--- src/rtl/stepper_seq.sv ---
// stepper_seq: stepper-motor phase sequencer with wave/full/half drive, rate divider and signed position.
// Define STEPPER_RELEASE_EN to de-energise the coils after HOLD_CYCLES consecutive idle cycles.
module stepper_seq #(
  parameter int POS_W       = 16,
  parameter int DIV_W       = 16,
  parameter int HOLD_CYCLES = 1000
) (
  input  logic                    clk,
  input  logic                    rst,
  input  logic                    start,
  input  logic                    dir,
  input  logic [1:0]              mode,
  input  logic [POS_W-1:0]        steps_req,
  input  logic [DIV_W-1:0]        div,
  input  logic                    abort,
  output logic                    busy,
  output logic                    done,
  output logic [3:0]              coils,
  output logic signed [POS_W-1:0] position,
  output logic [POS_W-1:0]        steps_left
);

  typedef enum logic [1:0] {IDLE, RUN, DONE} state_t;

  state_t           state, state_nxt;
  logic [2:0]       phase;
  logic             dir_l;
  logic [1:0]       mode_l;
  logic [DIV_W-1:0] div_l;
  logic [DIV_W-1:0] presc;
  logic             accept;
  logic             step_now;
  logic [2:0]       phase_aligned;
  logic [2:0]       phase_stepped;

  function automatic logic [3:0] phase_pattern(input logic [2:0] p);
    logic [3:0] pat;
    case (p)
      3'd0:    pat = 4'b1000;
      3'd1:    pat = 4'b1100;
      3'd2:    pat = 4'b0100;
      3'd3:    pat = 4'b0110;
      3'd4:    pat = 4'b0010;
      3'd5:    pat = 4'b0011;
      3'd6:    pat = 4'b0001;
      default: pat = 4'b1001;
    endcase
    return pat;
  endfunction

  // Wave drive lives on even phases, full drive on odd phases, half uses all eight.
  function automatic logic [2:0] align_phase(input logic [2:0] p, input logic [1:0] m);
    logic [2:0] a;
    if (m == 2'b00)      a = p & 3'b110;
    else if (m == 2'b01) a = p | 3'b001;
    else                 a = p;
    return a;
  endfunction

  function automatic logic [2:0] advance_phase(input logic [2:0] p, input logic d,
                                               input logic [1:0] m);
    logic [2:0] stride;
    stride = m[1] ? 3'd1 : 3'd2;
    return d ? p + stride : p - stride;
  endfunction

  assign accept        = (state == IDLE) && start && !abort;
  assign step_now      = (state == RUN) && !abort && (presc == div_l);
  assign phase_aligned = align_phase(phase, mode);
  assign phase_stepped = advance_phase(phase, dir_l, mode_l);
  assign busy          = (state == RUN);
  assign done          = (state == DONE);

  always_ff @(posedge clk or posedge rst) begin
    if (rst) state <= IDLE;
    else     state <= state_nxt;
  end

  always_comb begin
    state_nxt = state;
    case (state)
      IDLE: if (accept) state_nxt = (steps_req == '0) ? DONE : RUN;
      RUN: begin
        if (abort)                                         state_nxt = IDLE;
        else if (step_now && (steps_left == POS_W'(1)))    state_nxt = DONE;
      end
      DONE:    state_nxt = IDLE;
      default: state_nxt = IDLE;
    endcase
  end

`ifdef STEPPER_RELEASE_EN
  localparam int IDLE_W = (HOLD_CYCLES > 1) ? $clog2(HOLD_CYCLES + 1) : 1;

  logic [IDLE_W-1:0] idle_cnt;
  logic              idle_hold;
  logic              release_now;

  // Only energised idle time counts; a released motor has nothing left to time out.
  assign idle_hold   = (state == IDLE) && !accept && (coils != 4'b0000);
  assign release_now = idle_hold && (idle_cnt == IDLE_W'(HOLD_CYCLES - 1));

  always_ff @(posedge clk or posedge rst) begin
    if (rst)            idle_cnt <= '0;
    else if (idle_hold) idle_cnt <= release_now ? '0 : idle_cnt + IDLE_W'(1);
    else                idle_cnt <= '0;
  end
`else
  logic unused_hold;
  assign unused_hold = ^HOLD_CYCLES;
`endif

  always_ff @(posedge clk or posedge rst) begin
    if (rst) begin
      phase      <= 3'd0;
      coils      <= 4'b0000;
      position   <= '0;
      steps_left <= '0;
      presc      <= '0;
      dir_l      <= 1'b0;
      mode_l     <= 2'b00;
      div_l      <= '0;
    end else if (accept) begin
      dir_l      <= dir;
      mode_l     <= mode;
      div_l      <= div;
      phase      <= phase_aligned;
      coils      <= phase_pattern(phase_aligned);
      steps_left <= steps_req;
      presc      <= '0;
    end else if (step_now) begin
      phase      <= phase_stepped;
      coils      <= phase_pattern(phase_stepped);
      position   <= dir_l ? position + POS_W'(1) : position - POS_W'(1);
      steps_left <= steps_left - POS_W'(1);
      presc      <= '0;
    end else begin
      if ((state == RUN) && !abort) presc <= presc + DIV_W'(1);
`ifdef STEPPER_RELEASE_EN
      if (release_now) coils <= 4'b0000;
`endif
    end
  end

endmodule
--- config.mk ---
export PLATFORM = sky130hd
export DESIGN_NAME = stepper_seq
export DESIGN_NICKNAME = d
export VERILOG_FILES = /design/src/rtl/stepper_seq.sv
export SDC_FILE = /design/constraint.sdc
export NUM_CORES = 1
export LEC_CHECK = 0
export BUFFER_PORTS_ARGS = -buffer_cell sky130_fd_sc_hd__buf_2
export CAP_MARGIN = 5
export CORE_MARGIN = 2
export CORE_UTILIZATION = 45
export CTS_CLUSTER_SIZE = 24
export DETAILED_ROUTE_END_ITERATION = 12
export PLACE_DENSITY = 0.69
export SLEW_MARGIN = 20
export SYNTH_ARGS = -nofsm -noshare
export SYNTH_HDL_FRONTEND = slang
export SYNTH_SLANG_ARGS = --single-unit
--- constraint.sdc ---
create_clock -name clk -period 2.7 [get_ports clk]
set_input_delay 0.81 -clock clk [delete_from_list [all_inputs] [get_ports clk]]
set_output_delay 0.81 -clock clk [all_outputs]
set_load 0.02 [all_outputs]
==> results of run 1 <==
-- registers in the layout, indices dropped and copies added, names as in the netlist --
| name | flops |
|---|---|
| mode_l | 1 |
| div_l | 16 |
| steps_left | 16 |
| presc | 16 |
| phase | 3 |
| coils | 4 |
| position | 16 |
| state | 2 |
| dir_l | 1 |
-- layout by cell type (no fill, tap or decap), types with 3 or more instances in the layout --
master / instances
clkbuf_8: 10
a21o_1: 7
o211ai_1: 4
mux2i_1: 6
nor4_1: 10
xnor2_1: 24
a221o_1: 3
buf_2: 76
xor2_1: 32
inv_1: 9
nand4_1: 17
nor2_1: 42
nor3_1: 6
dfrtp_1: 75
nand2_1: 102
nand2b_1: 6
o221ai_1: 3
a21oi_1: 21
ha_1: 18
o21ai_0: 36
and2_1: 3
nand3_1: 18
buf_4: 16
-- worst max-delay path: cells and delay by family, from the launching register on --
family,cells,cell delay [ps]
buf+inv,1,230
flops,1,380
fa+ha+maj,1,340
simple gates,1,140
xor+xnor,1,180
compound gates,4,1080
-- routing by layer --
| layer | global-route usage | wire (um) |
|---|---|---|
| met1 | 0.273 | 4730 |
| met2 | 0.322 | 5000 |
| met3 | 0.0316 | 377 |
| met4 | 0.0891 | 244 |
| met5 | 0 | 0 |
-- power groups by stage --
stage,Sequential [mW],Clock (mW),Combinational [mW]
final,1.41,0.876,0.937
after global routing,1.44,0.938,1.05
after CTS,1.41,0.889,0.939
after detailed placement,1.44,0,0.933
after global placement,1.43,0,0.910
after floorplan,1.48,0,0.582
-- timing repair --
action                     in CTS  in global routing
hold endpoints to repair        0                  0
resized for setup               0                  1
setup endpoints to repair       0                  1
-- final timing paths --
path	to	from	cells after the start
min in group asynchronous	position[7]	rst	2
min reg2reg	position[15]	position[15]	1
max reg2reg	position[12]	dir_l	8
max in group asynchronous	presc[7]	rst	3
min	position[15]	position[15]	1
max	position[12]	dir_l	8
-- logic make-up (layout without fill, tap and decap cells) --
group,count (synthesis),after routing,synth area share
compound gates,91,91,0.127
xor+xnor,56,56,0.110
fa+ha+maj,20,20,0.0597
buf+inv,30,118,0.0296
flops,75,75,0.422
mux,8,8,0.0186
simple gates,222,222,0.233
-- cell type report --
| type | count | share of cell area |
|---|---|---|
| multi-input combinational | 397 | 0.467 |
| clock inverter | 4 | 0.00978 |
| timing repair buffer | 93 | 0.0992 |
| tap | 133 | 0.0317 |
| inverter | 10 | 0.00787 |
| sequential | 75 | 0.358 |
| clock buffer | 11 | 0.0269 |
-- through the flow --
stage	instance area, um^2	setup WS (ps)
final	5250	235
after global routing	5250	80.2
after CTS	5240	124
after detailed placement	5050	145
after global placement	5050	191
after floorplan	4450	243
==> impl_metrics.csv, run 1 <==
group,metric,value,unit
grt,grt_remaining_overflow,0,
cells_and_area,register_area,0.00188,mm^2
cells_and_area,layout.nets,645,
synthesis,syn-num-nets,561,
sta,grt_setup_unrepaired,"false",
clocking,cts_htree_levels,3,
synthesis,synth_warnings,0,
detailed_routing,num_vias,3843,
sta,clock_skew,11.8,ps
placed_design,gp_congestion,0.887,
synthesis,synth-seq-area-share,0.422,
sta,finalCriticalPeriod,2460,ps
synthesis,synth-edff-count,0,
pwr,power.combinational.fraction,0.290,
die,core_region_area,0.00968,mm^2
pwr,switchingPower,1.13,mW
placed_design,placed_cells,708,
pwr,power_density,615,mW/mm^2
sta,fmax,406,MHz
sta,final-max-slew-violation-count,0,
detailed_routing,drt-wirelength-per-cell,14.3,um
status,run_status,"complete, no violations",
grt,grt_pass1_wl,16800,um
clocking,clock_sinks,75,
detailed_routing,dr.first_iter.drc_count,139,
critical_path,startpoint_type,"flop",
pwr,p_leak,2.59,nW
critical_path,worstPathRequired,2950,ps
placed_design,detailedPlacementHpwl,7770,um
pwr,peakVddDrop,0.287,mV
clocking,postCtsSetupRepairBufs,0,
grt,grt_overall_usage,0.202,
clocking,worstSkewPairLatency,360,ps
synthesis,synth_area,0.00445,mm^2
detailed_routing,routed_antenna_nets,0,
pwr,switching_share,0.351,
synthesis,synth_commonest_cells,"nand2_1 (102), dfrtp_1 (75), nor2_1 (42)",
synthesis,yosys_register_bits,75,
clocking,tritoncts,"yes",
synthesis,synth_top_cell_area_share,0.422,
die,start_util,0.459,
die,total_die_area,0.0107,mm^2
detailed_routing,firstDrtPassIters,4,
synthesis,netlist.top_cell.by_area,"dfrtp_1",
clocking,clock_path_buffers,2,
synthesis,synth_area_leaders,"dfrtp_1 (42%), nand2_1 (8.6%), xor2_1 (6.3%)",
synthesis,synthCells,502,
critical_path,rrSetupSlack,240,ps
sta,setup_tns,0,ps
clocking,cts_buffers,9,
critical_path,cp_max_stage_delay,380,ps
placed_design,io_buffer_count,76,
detailed_routing,drt-vias-per-instance,5.32,
sta,tightest_slew,578,ps
clocking,post_cts_hold_buffer_count,0,
detailed_routing,wl,10400,um
cells_and_area,antennaDiodeCount,0,
pwr,clockPowerShare,0.271,
synthesis,yosys.cell_types.count,56,
critical_path,timing.critical_path.cells,"inv_1 -> ha_1 -> a21o_1 -> a311oi_2 -> nor3_1 -> o41ai_1 -> xor2_1 -> a21oi_1",
grt,via_count_of_the_first_global_routing_pass,3608,
synthesis,postSynthAreaPerCell,8.86,um^2
cells_and_area,area_taken_by_multi_input_logic_gates,0.00245,mm^2
synthesis,ys_dominant_reg_cell,"dfrtp_1",
sta,setup_violations_final,0,
critical_path,timing.critical_path.fanout_max,9,
sta,finalCritPeriodShare,0.913,
synthesis,synth-async-reset-ratio,1.00,
pwr,cellInternalPower,2.10,mW
worst_hold_path,hold_class,"reg2reg",
clocking,clockRootBuffer,"clkbuf_8",
critical_path,critPathCaptureType,"flop",
grt,grt_start_max_net_pins,41,
synthesis,library_cell_with_the_highest_instance_count_after_synthesis,"nand2_1",
die,die-width,103,um
job,max-cap-violations,0,
sta,slew_headroom,0.614,
pwr,finalPower,3.23,mW
critical_path,worst_path_arrival_time,2710,ps
pwr,power_share_of_the_sequential_group,0.438,
die,io_pins,77,
die,rows,36,
detailed_routing,drc_errors,0,
critical_path,worst-setup-path-type,"reg2reg",
sta,final.hold.worst_slack,492,ps
cells_and_area,post-route-util,0.542,
clocking,worst_setup_hold_path_clk_slew,80,ps
critical_path,critPathSlowestCell,"dfrtp_1",
sta,hold_viol,0,
cells_and_area,filler_cell_count,934,
cells_and_area,layout-drive-gt1-share,0.200,
grt,initial_antenna_violation_count,0,
die,die-height,103,um
cells_and_area,area_growth_from_synthesis_to_layout,18.0,%
cells_and_area,final-instance-count-excl-fill,723,
Power figures use the tool's default switching activity.
==> inputs of run 2 (changes only) <==
--- a/config.mk
+++ b/config.mk
@@ -12,6 +12,7 @@
 export CTS_CLUSTER_SIZE = 24
 export DETAILED_ROUTE_END_ITERATION = 12
 export PLACE_DENSITY = 0.69
+export SETUP_SLACK_MARGIN = 0.3
 export SLEW_MARGIN = 20
 export SYNTH_ARGS = -nofsm -noshare
 export SYNTH_HDL_FRONTEND = slang
==> impl_metrics.csv, run 2 (same netlist as run 1, synthesis figures left out) <==
group,metric,value,unit
status,run_status,"complete, no violations",
cells_and_area,filler_cell_count,891,
critical_path,critPathSlowestCell,"fa_1",
die,io_pins,77,
grt,initial_antenna_violation_count,0,
sta,setup_tns,0,ps
job,max-cap-violations,0,
critical_path,worst-setup-path-type,"reg2reg",
die,die-width,103,um
detailed_routing,firstDrtPassIters,4,
cells_and_area,antennaDiodeCount,0,
critical_path,worstPathRequired,2940,ps
sta,hold_viol,0,
worst_hold_path,holdPathEnd,"position[15]",
critical_path,cp_max_stage_delay,470,ps
placed_design,io_buffer_count,76,
grt,grt_overall_usage,0.212,
clocking,worst_setup_hold_path_clk_slew,80,ps
sta,slew_headroom,0.625,
detailed_routing,routed_antenna_nets,0,
sta,clock_skew,5.23,ps
worst_hold_path,min_delay_path_depth,1,
pwr,clockPowerShare,0.274,
critical_path,critPathCaptureType,"flop",
critical_path,startpoint_type,"flop",
clocking,post_cts_hold_buffer_count,0,
sta,setup_violations_final,0,
detailed_routing,num_vias,3890,
critical_path,reg2reg_depth,7,
sta,finalCritPeriodShare,0.866,
clocking,worstSkewPairLatency,350,ps
grt,grt_pass1_wl,17800,um
sta,final-max-slew-violation-count,0,
sta,tightest_slew,562,ps
placed_design,placed_cells,708,
cells_and_area,area_growth_from_synthesis_to_layout,18.4,%
cells_and_area,area_taken_by_multi_input_logic_gates,0.00246,mm^2
pwr,p_leak,2.60,nW
die,total_die_area,0.0107,mm^2
critical_path,worst_path_arrival_time,2570,ps
pwr,peakVddDrop,0.264,mV
placed_design,gp_congestion,0.896,
clocking,clock_sinks,75,
die,core_region_area,0.00968,mm^2
placed_design,detailedPlacementHpwl,7870,um
grt,via_count_of_the_first_global_routing_pass,3837,
critical_path,reg2reg_to,"position[12]",
sta,final.hold.worst_slack,489,ps
pwr,switchingPower,1.15,mW
grt,grt_start_max_net_pins,44,
cells_and_area,layout.cells.most_common,"nand2_1",
clocking,cts_buffers,9,
die,die-height,103,um
clocking,clockRootBuffer,"clkbuf_8",
cells_and_area,layout-drive-gt1-share,0.210,
critical_path,timing.critical_path.fanout_max,5,
worst_hold_path,min_from,"position[15]",
sta,fmax,428,MHz
clocking,clock_path_buffers,2,
grt,grt_remaining_overflow,0,
detailed_routing,drt-vias-per-instance,5.37,
pwr,power_share_of_the_sequential_group,0.435,
clocking,cts_htree_levels,3,
placed_design,placed_area,0.00503,mm^2
cells_and_area,final-instance-count-excl-fill,724,
cells_and_area,area_of_all_placed_cells_without_fillers,0.00526,mm^2
critical_path,cell_family_contributing_the_most_delay_on_the_critical_path,"compound AO/OA/AOI/OAI gates",
sta,finalCriticalPeriod,2340,ps
pwr,power_density,618,mW/mm^2
detailed_routing,drc_errors,0,
pwr,switching_share,0.354,
die,start_util,0.459,
critical_path,worstReg2RegStart,"position[0]",
pwr,power.combinational.fraction,0.291,
critical_path,timing.critical_path.cells,"fa_1 -> a21o_1 -> a311oi_2 -> nor3_1 -> o41ai_2 -> xor2_1 -> a21oi_1",
detailed_routing,wl,10700,um
critical_path,cp_num_buf_inv,0,
worst_hold_path,hold_class,"reg2reg",
sta,grt_setup_unrepaired,"true",
detailed_routing,drt-wirelength-per-cell,14.8,um
critical_path,rrSetupSlack,360,ps
cells_and_area,layout.nets,645,
die,rows,36,
pwr,cellInternalPower,2.10,mW
clocking,postCtsSetupRepairBufs,0,
detailed_routing,dr.first_iter.drc_count,168,
cells_and_area,layout.cells.most_common_list,"nand2_1 (102), buf_2 (76), dfrtp_1 (74)",
cells_and_area,register_area,0.00188,mm^2
clocking,tritoncts,"yes",
run 2: area by class of cell:
type / count / area share
repair buffers: 93 / 0.0973
clock buffers: 10 / 0.0262
inverters: 10 / 0.00832
well taps: 133 / 0.0316
clock inverters: 6 / 0.0121
multi-input cells: 397 / 0.468
flip-flops and latches: 75 / 0.357
run 2: per-stage QoR:
step,setup slack [ps],power (mW),utilization
final,363,3.25,0.543
after detailed placement,123,2.37,0.520
after floorplan,243,2.07,-
after global placement,212,2.33,0.520
after global routing,272,3.47,0.543
after CTS,341,3.26,0.542
run 2: power groups by stage:
stage	registers, mW	logic [mW]	clock network, mW
global route	1.43	1.07	0.967
floorplan	1.48	0.582	0
global placement	1.43	0.904	0
finish	1.41	0.947	0.892
CTS	1.41	0.946	0.903
detailed placement	1.43	0.933	0
run 2: worst max path at each step:
stage	startpoint	end	slack, ps	depth (start not counted)
floorplan	dir_l	position[12]	240	8
global placement	dir_l	position[12]	210	8
detailed placement	dir_l	position[12]	120	8
CTS	position[0]	position[12]	340	7
global route	position[0]	position[12]	270	7
finish	position[0]	position[12]	360	7
run 2: what timing repair did:
action,in CTS,in global routing
gates resized for setup,3,5
pin swaps,0,1
setup endpoints to repair,3,4
run 2: per-layer routing:
metal | part of all wire | up-vias | global-route usage
met2 | 0.48 | 95 | 0.346
li1 | - | 1906 | -
met1 | 0.46 | 1867 | 0.279
met4 | 0.023 | 0 | 0.0972
met5 | 0 | - | 0
met3 | 0.036 | 22 | 0.0316
run 2: worst reg2reg max path: stages (launching register included):
cell,delay [ps]
dfrtp_2,450
fa_1,470
a21o_1,220
a311oi_2,330
nor3_1,160
o41ai_2,320
xor2_1,180
a21oi_1,90
